## config.mk

```make
export PLATFORM = sky130hd
export DESIGN_NAME = dmem_arbiter_flat
export DESIGN_NICKNAME = d
export VERILOG_FILES = /design/src/rtl/dmem_arbiter_if.sv /design/src/rtl/dmem_arbiter.sv /design/src/flat_wrapper.sv
export SDC_FILE = /design/constraint.sdc
export NUM_CORES = 1
export LEC_CHECK = 0
export CAP_MARGIN = 40
export CORE_ASPECT_RATIO = 0.9
export CORE_MARGIN = 3
export CORE_UTILIZATION = 35
export DETAILED_ROUTE_END_ITERATION = 8
export PLACE_DENSITY = 0.73
export SLEW_MARGIN = 20
export SYNTH_ARGS = -nofsm -noshare
export SYNTH_HDL_FRONTEND = slang
export SYNTH_SLANG_ARGS = --single-unit
```

## constraint.sdc

```tcl
create_clock -name clk -period 1.2 [get_ports clk]
set_input_delay 0.24 -clock clk [delete_from_list [all_inputs] [get_ports clk]]
set_output_delay 0.24 -clock clk [all_outputs]
set_load 0.05 [all_outputs]
```

## src/rtl/dmem_arbiter_if.sv

```systemverilog
// Bus bundle between the data-memory arbiter, its two requesters (CPU and
// external loader) and the single-port data SRAM.
//   cpu_*  : CPU request side (req/we/addr/wdata in, gnt/rvalid/rdata out)
//   ext_*  : external loader side, plus ext_lock for exclusive ownership
//   SRAM_* / sram_* : SRAM strobes, address, write data and read data
// Modport slave is the arbiter's view; master is the environment's view.
interface dmem_arbiter_if #(
   parameter int unsigned M = 4,
   parameter int unsigned N = 4
);
   logic         cpu_req;
   logic         cpu_we;
   logic [M-1:0] cpu_addr;
   logic [N-1:0] cpu_wdata;
   logic         cpu_gnt;
   logic         cpu_rvalid;
   logic [N-1:0] cpu_rdata;

   logic         ext_req;
   logic         ext_we;
   logic         ext_lock;
   logic [M-1:0] ext_addr;
   logic [N-1:0] ext_wdata;
   logic         ext_gnt;
   logic         ext_rvalid;
   logic [N-1:0] ext_rdata;

   logic         SRAM_readEnable;
   logic         SRAM_writeEnable;
   logic [M-1:0] sram_addr;
   logic [N-1:0] sram_wdata;
   logic [N-1:0] sram_rdata;

   modport slave (
      input  cpu_req, cpu_we, cpu_addr, cpu_wdata,
      output cpu_gnt, cpu_rvalid, cpu_rdata,
      input  ext_req, ext_we, ext_lock, ext_addr, ext_wdata,
      output ext_gnt, ext_rvalid, ext_rdata,
      output SRAM_readEnable, SRAM_writeEnable, sram_addr, sram_wdata,
      input  sram_rdata
   );

   modport master (
      output cpu_req, cpu_we, cpu_addr, cpu_wdata,
      input  cpu_gnt, cpu_rvalid, cpu_rdata,
      output ext_req, ext_we, ext_lock, ext_addr, ext_wdata,
      input  ext_gnt, ext_rvalid, ext_rdata,
      input  SRAM_readEnable, SRAM_writeEnable, sram_addr, sram_wdata,
      output sram_rdata
   );
endinterface

```

## src/rtl/dmem_arbiter.sv

```systemverilog
// Round-robin arbiter sharing one data SRAM between the CPU and an external
// loader. One access at a time: IDLE arbitrates, ACC drives the SRAM for one
// cycle with a one-cycle grant pulse, RET captures read data (1-cycle SRAM
// latency) and the owner's rvalid pulses in the following cycle.
// Ports:
//   clk   : clock, rising edge
//   rst_n : asynchronous active-low reset
//   bus   : dmem_arbiter_if.slave (CPU, external and SRAM signals)
module dmem_arbiter #(
   parameter int unsigned M = 4,
   parameter int unsigned N = 4
) (
   input  logic           clk,
   input  logic           rst_n,
   dmem_arbiter_if.slave  bus
);

   typedef enum logic [1:0] {IDLE = 2'd0, ACC = 2'd1, RET = 2'd2} state_t;
   typedef enum logic {OWN_CPU = 1'b0, OWN_EXT = 1'b1} owner_t;

   state_t       r_state,      w_state;
   owner_t       r_owner,      w_owner;
   owner_t       r_last_owner, w_last_owner;
   logic         r_we,         w_we;
   logic         r_cpu_gnt,    w_cpu_gnt;
   logic         r_ext_gnt,    w_ext_gnt;
   logic         r_rd_en,      w_rd_en;
   logic         r_wr_en,      w_wr_en;
   logic [M-1:0] r_sram_addr,  w_sram_addr;
   logic [N-1:0] r_sram_wdata, w_sram_wdata;
   logic         r_cpu_rvalid, w_cpu_rvalid;
   logic         r_ext_rvalid, w_ext_rvalid;
   logic [N-1:0] r_cpu_rdata,  w_cpu_rdata;
   logic [N-1:0] r_ext_rdata,  w_ext_rdata;

   logic         w_cpu_elig;
   logic         w_ext_elig;
   logic         w_grant;

   // The CPU is shut out entirely while the loader holds the lock.
   assign w_cpu_elig = bus.cpu_req & ~bus.ext_lock;
   assign w_ext_elig = bus.ext_req;
   assign w_grant    = (r_state == IDLE) & (w_cpu_elig | w_ext_elig);

   // State and registered outputs.
   always_ff @(posedge clk or negedge rst_n) begin
      if (!rst_n) begin
         r_state      <= IDLE;
         r_owner      <= OWN_CPU;
         r_last_owner <= OWN_EXT;
         r_we         <= 1'b0;
         r_cpu_gnt    <= 1'b0;
         r_ext_gnt    <= 1'b0;
         r_rd_en      <= 1'b0;
         r_wr_en      <= 1'b0;
         r_sram_addr  <= '0;
         r_sram_wdata <= '0;
         r_cpu_rvalid <= 1'b0;
         r_ext_rvalid <= 1'b0;
         r_cpu_rdata  <= '0;
         r_ext_rdata  <= '0;
      end else begin
         r_state      <= w_state;
         r_owner      <= w_owner;
         r_last_owner <= w_last_owner;
         r_we         <= w_we;
         r_cpu_gnt    <= w_cpu_gnt;
         r_ext_gnt    <= w_ext_gnt;
         r_rd_en      <= w_rd_en;
         r_wr_en      <= w_wr_en;
         r_sram_addr  <= w_sram_addr;
         r_sram_wdata <= w_sram_wdata;
         r_cpu_rvalid <= w_cpu_rvalid;
         r_ext_rvalid <= w_ext_rvalid;
         r_cpu_rdata  <= w_cpu_rdata;
         r_ext_rdata  <= w_ext_rdata;
      end
   end

   // Next state and next output values. Pulses and SRAM drive default to 0,
   // so anything set here is visible for exactly the following cycle.
   always_comb begin
      w_state      = r_state;
      w_owner      = r_owner;
      w_last_owner = r_last_owner;
      w_we         = r_we;
      w_cpu_gnt    = 1'b0;
      w_ext_gnt    = 1'b0;
      w_rd_en      = 1'b0;
      w_wr_en      = 1'b0;
      w_sram_addr  = '0;
      w_sram_wdata = '0;
      w_cpu_rvalid = 1'b0;
      w_ext_rvalid = 1'b0;
      w_cpu_rdata  = r_cpu_rdata;
      w_ext_rdata  = r_ext_rdata;

      case (r_state)
         IDLE: begin
            // On a tie the requester that did not own the last access wins.
            if (w_cpu_elig && (!w_ext_elig || (r_last_owner == OWN_EXT))) begin
               w_owner      = OWN_CPU;
               w_we         = bus.cpu_we;
               w_sram_addr  = bus.cpu_addr;
               w_sram_wdata = bus.cpu_wdata;
               w_cpu_gnt    = 1'b1;
            end else if (w_ext_elig) begin
               w_owner      = OWN_EXT;
               w_we         = bus.ext_we;
               w_sram_addr  = bus.ext_addr;
               w_sram_wdata = bus.ext_wdata;
               w_ext_gnt    = 1'b1;
            end
            if (w_grant) begin
               w_last_owner = w_owner;
               w_wr_en      = w_we;
               w_rd_en      = ~w_we;
               w_state      = ACC;
            end
         end
         ACC: begin
            w_state = r_we ? IDLE : RET;
         end
         RET: begin
            if (r_owner == OWN_CPU) begin
               w_cpu_rdata  = bus.sram_rdata;
               w_cpu_rvalid = 1'b1;
            end else begin
               w_ext_rdata  = bus.sram_rdata;
               w_ext_rvalid = 1'b1;
            end
            w_state = IDLE;
         end
         default: begin
            w_state = IDLE;
         end
      endcase
   end

   assign bus.cpu_gnt          = r_cpu_gnt;
   assign bus.ext_gnt          = r_ext_gnt;
   assign bus.cpu_rvalid       = r_cpu_rvalid;
   assign bus.ext_rvalid       = r_ext_rvalid;
   assign bus.cpu_rdata        = r_cpu_rdata;
   assign bus.ext_rdata        = r_ext_rdata;
   assign bus.SRAM_readEnable  = r_rd_en;
   assign bus.SRAM_writeEnable = r_wr_en;
   assign bus.sram_addr        = r_sram_addr;
   assign bus.sram_wdata       = r_sram_wdata;

endmodule
```

## src/flat_wrapper.sv

```systemverilog
// flat-port wrapper written by rule: the top's interface ports become plain ports
module dmem_arbiter_flat 
#(
   parameter int unsigned M = 4,
   parameter int unsigned N = 4
)
  (clk, rst_n, bus_cpu_req, bus_cpu_we, bus_cpu_addr, bus_cpu_wdata, bus_cpu_gnt, bus_cpu_rvalid, bus_cpu_rdata, bus_ext_req, bus_ext_we, bus_ext_lock, bus_ext_addr, bus_ext_wdata, bus_ext_gnt, bus_ext_rvalid, bus_ext_rdata, bus_SRAM_readEnable, bus_SRAM_writeEnable, bus_sram_addr, bus_sram_wdata, bus_sram_rdata);
  dmem_arbiter_if #(.M(M), .N(N)) bus_i ();
  input  logic clk;
  input  logic rst_n;
  input wire logic [$bits(bus_i.cpu_req)-1:0] bus_cpu_req;
  input wire logic [$bits(bus_i.cpu_we)-1:0] bus_cpu_we;
  input wire logic [$bits(bus_i.cpu_addr)-1:0] bus_cpu_addr;
  input wire logic [$bits(bus_i.cpu_wdata)-1:0] bus_cpu_wdata;
  output wire logic [$bits(bus_i.cpu_gnt)-1:0] bus_cpu_gnt;
  output wire logic [$bits(bus_i.cpu_rvalid)-1:0] bus_cpu_rvalid;
  output wire logic [$bits(bus_i.cpu_rdata)-1:0] bus_cpu_rdata;
  input wire logic [$bits(bus_i.ext_req)-1:0] bus_ext_req;
  input wire logic [$bits(bus_i.ext_we)-1:0] bus_ext_we;
  input wire logic [$bits(bus_i.ext_lock)-1:0] bus_ext_lock;
  input wire logic [$bits(bus_i.ext_addr)-1:0] bus_ext_addr;
  input wire logic [$bits(bus_i.ext_wdata)-1:0] bus_ext_wdata;
  output wire logic [$bits(bus_i.ext_gnt)-1:0] bus_ext_gnt;
  output wire logic [$bits(bus_i.ext_rvalid)-1:0] bus_ext_rvalid;
  output wire logic [$bits(bus_i.ext_rdata)-1:0] bus_ext_rdata;
  output wire logic [$bits(bus_i.SRAM_readEnable)-1:0] bus_SRAM_readEnable;
  output wire logic [$bits(bus_i.SRAM_writeEnable)-1:0] bus_SRAM_writeEnable;
  output wire logic [$bits(bus_i.sram_addr)-1:0] bus_sram_addr;
  output wire logic [$bits(bus_i.sram_wdata)-1:0] bus_sram_wdata;
  input wire logic [$bits(bus_i.sram_rdata)-1:0] bus_sram_rdata;
  assign bus_i.cpu_req = bus_cpu_req;
  assign bus_i.cpu_we = bus_cpu_we;
  assign bus_i.cpu_addr = bus_cpu_addr;
  assign bus_i.cpu_wdata = bus_cpu_wdata;
  assign bus_cpu_gnt = bus_i.cpu_gnt;
  assign bus_cpu_rvalid = bus_i.cpu_rvalid;
  assign bus_cpu_rdata = bus_i.cpu_rdata;
  assign bus_i.ext_req = bus_ext_req;
  assign bus_i.ext_we = bus_ext_we;
  assign bus_i.ext_lock = bus_ext_lock;
  assign bus_i.ext_addr = bus_ext_addr;
  assign bus_i.ext_wdata = bus_ext_wdata;
  assign bus_ext_gnt = bus_i.ext_gnt;
  assign bus_ext_rvalid = bus_i.ext_rvalid;
  assign bus_ext_rdata = bus_i.ext_rdata;
  assign bus_SRAM_readEnable = bus_i.SRAM_readEnable;
  assign bus_SRAM_writeEnable = bus_i.SRAM_writeEnable;
  assign bus_sram_addr = bus_i.sram_addr;
  assign bus_sram_wdata = bus_i.sram_wdata;
  assign bus_i.sram_rdata = bus_sram_rdata;
  dmem_arbiter #(.M(M), .N(N)) u_core (.clk(clk), .rst_n(rst_n), .bus(bus_i));
endmodule
```

==> flow_summary.yaml, run 1 <==
run_status:
  outcome: "finished, violations left"
  violations: "negative setup slack"
route:
  wl_um: 2650
  route.detailed.drc: 0
  wire_per_inst_um: 15.1
  routed_via_density: 4.65
  ant_nets: 0
  drt_iter0_markers: 23
  via_count: 813
  firstDrtPassIters: 6
clocking:
  clkTransAtPathRegs_ns: 0.15
  cts_tree: "yes"
  clock-root-buffer: "clkbuf_4"
  cts_buffers: 3
  cts_sinks: 27
  clk_latency_ns: 0.33
  ctsHoldBuffers: 0
  clk_path_buf_depth: 2
  ctsHtreeMaxLevel: 1
die:
  fp-row-count: 17
  core_area_um2: 2620
  die_w_um: 63.1
  die_h_um: 57.4
  initial_utilization_pct: 39.2
  ios: 49
  die-area_um2: 3620
worst_setup_path:
  endpoint_kind: "flip-flop"
  start_kind: "flip-flop"
  r2r_start: "u_core.r_last_owner"
  cp_max_fo: 2
  crit_path_start: "u_core.r_last_owner"
  worstPathArrival_ns: 1.53
  required_ns: 1.44
  path_class: "reg2reg"
job:
  maxCapViolations: 0
power_and_ir_drop:
  netSwitchingFraction_pct: 39.7
  seq_power_share_pct: 33.3
  p_leak_nw: 0.909
  irDropWorstVdd_mv: 0.876
  cell_internal_pwr_mw: 2.76
  total_power_mw: 4.57
  p_switching_mw: 1.81
  combPwrFrac_pct: 57.8
  clockPowerShare_pct: 8.9
  power.density_nw_per_um2: 2270
sta:
  fin_setup_tns_ns: -0.814
  timing.fmax_mhz: 772
  rsz0062_at_grt: "yes"
  hold_violations: 0
  setup_violations: 19
  fin_skew_ns: 0.00479
  setup_ws_ns: -0.0953
  maxSlewViolCount: 0
  finalCriticalPeriod_ns: 1.30
  tightest_slew_ns: 0.261
  fin_crit_sh_pct: 108
  relSlewSlack_pct: 82.6
yosys:
  synthMuxAreaShare_pct: 11.7
  synthXorXnorAreaFrac_pct: 0
  syn_area_um2: 1030
  syn-instance-count: 66
  yosys.area_share.adder_pct: 0
  seq_area_frac_synth_pct: 66.0
  synth_top_family_by_area: "compound AO/OA/AOI/OAI gates"
  yosysWarnings: 0
  synth-seq-cells: 27
  synthSimpleGateAreaFrac_pct: 9.02
  ys_types: 23
  synth_fp_nets: 93
  synth_compound_area_share_pct: 12.2
  post_synth.cell_area_avg_um2: 15.5
final_layout:
  drive_above_1_share_pct: 49.6
  n_antenna_cell: 0
  fin_area_um2: 2020
  nets: 165
  layout.cells.non_filler: 175
  n_fill_cell: 164
  final_cell_mix: "25 x clkdlybuf4s50_1, 24 x dfrtp_1, 23 x buf_12, 13 x buf_4, 8 x a22o_1"
  final_common_cell: "clkdlybuf4s50_1"
  area_growth_pct: 96.6
global_route:
  antenna_found_initial: 0
  grt_pass1_vias: 865
  grt.overflow.total: 0
  grtUsageTotal_pct: 15.6
  grt_max_degree: 28
  grt_pass1_wl_um: 4330
placement:
  dp_hpwl_um: 1850
  place.gp.congestion: 0.712
  numPlacedInstances: 163
  dpl_cell_area_um2: 1870
  io_buffer_count: 48
min_path:
  hold_path.class: "in2async"
==> state kept, by name, summed over array words and instances (netlist names) <==
signal                       count
u_core.r_state                   2
u_core.bus.ext_rdata             4
u_core.r_last_owner              1
u_core.bus.sram_addr             4
u_core.bus.sram_wdata            4
u_core.bus.cpu_rdata             4
u_core.r_we                      1
u_core.bus.SRAM_writeEnable      1
u_core.r_owner                   1
u_core.bus.ext_rvalid            1
u_core.bus.cpu_gnt               1
u_core.bus.SRAM_readEnable       1
u_core.bus.ext_gnt               1
u_core.bus.cpu_rvalid            1
==> cells by family (layout without fill, tap and decap cells) <==
family,after synthesis,in the layout
AO/OA/AOI/OAI,15,16
flip-flops,27,27
multiplexers,10,10
AND/OR/NAND/NOR,11,11
buffers and inverters,3,73
==> per-stage QoR <==
| step | utilization (%) | hold slack, ns | setup slack, ns |
|---|---|---|---|
| after floorplan | - | -0.0556 | -0.0950 |
| after detailed placement | 71.4 | 0.469 | -0.463 |
| after global routing | 77.1 | 0.241 | -0.149 |
| final | 77.1 | 0.242 | -0.0953 |
| after global placement | 71.4 | 0.447 | -0.435 |
| after CTS | 73.8 | 0.251 | -0.0884 |
==> path summary, 6_finish.rpt <==
kind | cells past startpoint | slack (ns) | endpoint
max in group asynchronous | 2 | 0.73 | u_core.r_last_owner
min in group clk | 4 | 0.48 | u_core.r_owner
min | 2 | 0.24 | u_core.bus.ext_rdata[2]
max reg2reg | 3 | -0.1 | u_core.r_we
min reg2reg | 1 | 0.48 | u_core.r_state[1]
max | 3 | -0.1 | u_core.r_we
==> routing by layer <==
metal	vias to the layer above	share of wire (%)	GRT usage [%]
met5	-	0	0
met4	0	0.83	6.60
met3	2	5.0	3.54
met2	30	56	28.6
met1	402	38	17.6
li1	379	-	-
==> critical path: stages, from the launching register on <==
cell and delay [ns]:
dfstp_2 0.59, o21ai_4 0.06, mux2_4 0.30, mux2_4 0.25
==> cell usage after synthesis <==
master / n / share of area [%]
a211oi_1: 1 / 0.73
a21o_1: 1 / 0.73
a21oi_1: 1 / 0.49
a21oi_2: 1 / 0.85
a22o_1: 8 / 6.8
dfrtp_1: 26 / 63
dfstp_2: 1 / 2.6
inv_1: 2 / 0.73
inv_2: 1 / 0.37
mux2_2: 8 / 8.8
mux2_4: 2 / 2.9
nand2_1: 1 / 0.37
nand3b_1: 1 / 0.73
nor2_1: 3 / 1.1
nor2_2: 1 / 0.61
nor2b_4: 1 / 1.3
nor3_4: 1 / 1.6
nor3b_1: 1 / 0.73
nor3b_4: 1 / 1.8
o21ai_0: 1 / 0.49
o21ai_1: 1 / 0.49
o21ai_4: 1 / 1.6
or2b_1: 1 / 0.73
==> repair_timing <==
| action | 4_1_cts | 5_1_grt |
|---|---|---|
| gates cloned | 1 | 1 |
| endpoints found under the setup margin | 20 | 31 |
| pin swaps | 1 | 3 |
| resized for setup | 7 | 11 |
| setup buffers | 0 | 6 |
==> cell type report <==
type                       count  area [um2]  share of cell area [%]
tap                           38        47.5                    2.36
sequential                    27         679                    33.7
timing repair buffer          66         862                    42.7
inverter                       3        11.3                   0.558
clock buffer                   3        22.5                    1.12
multi-input combinational     37         387                    19.2
clock inverter                 1        7.51                   0.372
==> power by group through the flow <==
stage	registers [mW]	logic (mW)	clock network, mW
4_1_cts	1.51	2.49	0.401
3_5_place_dp	1.53	2.41	0
6_report	1.52	2.64	0.405
3_3_place_gp	1.51	2.38	0
5_1_grt	1.56	2.74	0.452
2_1_floorplan	2.18	0.378	0
No activity file was read; power rests on OpenSTA's default activity.
==> run 2, diff against run 1 <==
CORE_ASPECT_RATIO = not set   (was 0.9)
SLEW_MARGIN = not set   (was 20)
==> run 2 against run 1 <==
Compared with the run above:
- the flow still finishes with violations (negative setup slack)
- final area down 2.4%
- count of clock-buffer cells in the layout up 1
- setup slack worse by 0.0080 ns
- fmax down 0.61%
- non-clock buffer count down 2
- flip-flop and latch count unchanged
- sequential share of layout area up 0.84 points
- sequential power about the same
- clock power down 7.2%
- final cell count down 5.7%
- worst hold slack worse by 0.015 ns
==> flow_summary.yaml, run 2 (same netlist as run 1, synthesis figures left out) <==
sta:
  rsz0062_at_grt: "yes"
  maxSlewViolCount: 0
  tightest_slew_ns: 0.237
  fin_setup_tns_ns: -0.616
  fin_skew_ns: 0.0139
  timing.fmax_mhz: 767
  hold-worst-slack_ns: 0.227
  finalCriticalPeriod_ns: 1.30
  fin_crit_sh_pct: 109
  relSlewSlack_pct: 84.2
  setup_violations: 15
  hold_violations: 0
  setup_ws_ns: -0.103
final_layout:
  nets: 162
  n_fill_cell: 176
  n_antenna_cell: 0
  area_growth_pct: 91.8
  final_cell_mix: "25 x clkdlybuf4s50_1, 24 x dfrtp_1, 23 x buf_12, 12 x buf_4, 8 x a22o_1"
  drive_above_1_share_pct: 46.3
  final_common_cell: "clkdlybuf4s50_1"
global_route:
  antenna_found_initial: 0
  grt_use_met3_pct: 6.48
  grt.overflow.total: 0
  grt_pass1_wl_um: 3420
  grtUsageTotal_pct: 12.9
  grt_use_met1_pct: 12.8
  grt.busiest_layer: "met2"
  grtUsageMet2_pct: 22.7
  grt_max_degree: 15
  grt_pass1_vias: 802
clocking:
  clock-root-buffer: "clkbuf_4"
  clk_path_buf_depth: 2
  clkTransAtPathRegs_ns: 0.14
  ctsHtreeMaxLevel: 1
  cts_tree: "yes"
  cts_sinks: 27
  ctsHoldBuffers: 0
  clk_latency_ns: 0.31
  cts_buffers: 3
run_status:
  outcome: "finished, violations left"
  violations: "negative setup slack"
worst_setup_path:
  cp_max_fo: 2
  slowest_stage: "dfstp_2"
  required_ns: 1.42
  r2r_start: "u_core.r_last_owner"
  cpPeakStageDelay_ns: 0.58
  crit_path_cell_trace: "o21ai_4 > mux2_4 > mux2_4"
  reg2reg_to: "u_core.r_we"
  crit_top_cell: "mux2_4"
  r2r_cells: 3
  start_kind: "flip-flop"
  worstPathArrival_ns: 1.52
  endpoint_kind: "flip-flop"
  regToRegSetupSlack_ns: -0.10
  path_class: "reg2reg"
power_and_ir_drop:
  p_switching_mw: 1.72
  seq_power_share_pct: 34.3
  power.density_nw_per_um2: 2240
  netSwitchingFraction_pct: 39.0
  clockPowerShare_pct: 8.5
  p_leak_nw: 0.896
  combPwrFrac_pct: 57.2
  total_power_mw: 4.41
  cell_internal_pwr_mw: 2.69
  irDropWorstVdd_mv: 1.94
die:
  die_w_um: 60.1
  die_h_um: 60.1
  initial_utilization_pct: 36.9
  fp-row-count: 19
  core_area_um2: 2780
  die-area_um2: 3620
  ios: 49
min_path:
  hold_path.class: "in2async"
placement:
  dp_hpwl_um: 1800
  place.gp.congestion: 0.710
  io_buffer_count: 48
route:
  drt_iter0_markers: 20
  routed_via_density: 4.81
  wire_per_inst_um: 13.8
  route.detailed.drc: 0
  ant_nets: 0
  wl_um: 2290
  via_count: 793
  firstDrtPassIters: 2
job:
  maxCapViolations: 0
[run 2: worst max-delay path by stage]
stage	startpoint	to	depth (start not counted)	slack, ns
6_report	u_core.r_last_owner	u_core.r_we	3	-0.10
5_1_grt	u_core.r_last_owner	u_core.r_we	3	-0.12
4_1_cts	u_core.r_last_owner	u_core.r_we	3	-0.1
2_1_floorplan	u_core.r_last_owner	u_core.r_we	3	-0.1
3_3_place_gp	bus_ext_req	u_core.r_we	5	-0.43
3_5_place_dp	bus_ext_req	u_core.r_we	5	-0.48
[run 2: power groups by stage]
stage                     Clock (mW)  Sequential (mW)  Combinational [mW]
final                          0.376             1.51                2.52
after global routing           0.406             1.55                2.63
after CTS                      0.391             1.51                2.48
after detailed placement           0             1.52                2.41
after global placement             0             1.51                2.38
after floorplan                    0             2.18               0.378
[run 2: cell type report]
type                            instances  area [um2]  share of cell area, %
Clock buffer                            4        26.3                   1.34
Inverter                                3        11.3                  0.572
Multi-Input combinational cell         36         369                   18.8
Sequential cell                        27         679                   34.5
Tap cell                               31        38.8                   1.97
Timing Repair Buffer                   64         843                   42.8
[run 2: what timing repair did]
action	4_1_cts	5_1_grt
setup buffers	2	3
gates resized for setup	8	7
pin swaps	1	1
setup endpoints to repair	16	21
[run 2: metal layers]
metal  part of all wire, %  wire (um)
met5                     0          0
met4                   1.0         23
met3                    12        281
met2                    54       1230
met1                    33        748
[run 2: worst max-delay path, delay by kind of cell (launching register included)]
| kind | cells | cell delay [ns] |
|---|---|---|
| AO/OA/AOI/OAI | 1 | 0.06 |
| flip-flops | 1 | 0.58 |
| multiplexers | 2 | 0.57 |
[run 2: per-stage QoR]
stage / instances / cell area, um2 / setup WS (ns) / utilization [%]
final: 165 / 1970 / -0.103 / 70.8
after global routing: 165 / 1970 / -0.122 / 70.8
after CTS: 162 / 1930 / -0.0964 / 69.4
after detailed placement: 156 / 1860 / -0.478 / 66.9
after global placement: 156 / 1860 / -0.432 / 66.9
after floorplan: 66 / 1030 / -0.0950 / -
==> run 3, diff against run 2 <==
GPL_ROUTABILITY_DRIVEN = 0   (was not set)
==> results of run 3 <==
No change in the layout: final DEF, timing and power equal those of run 2.
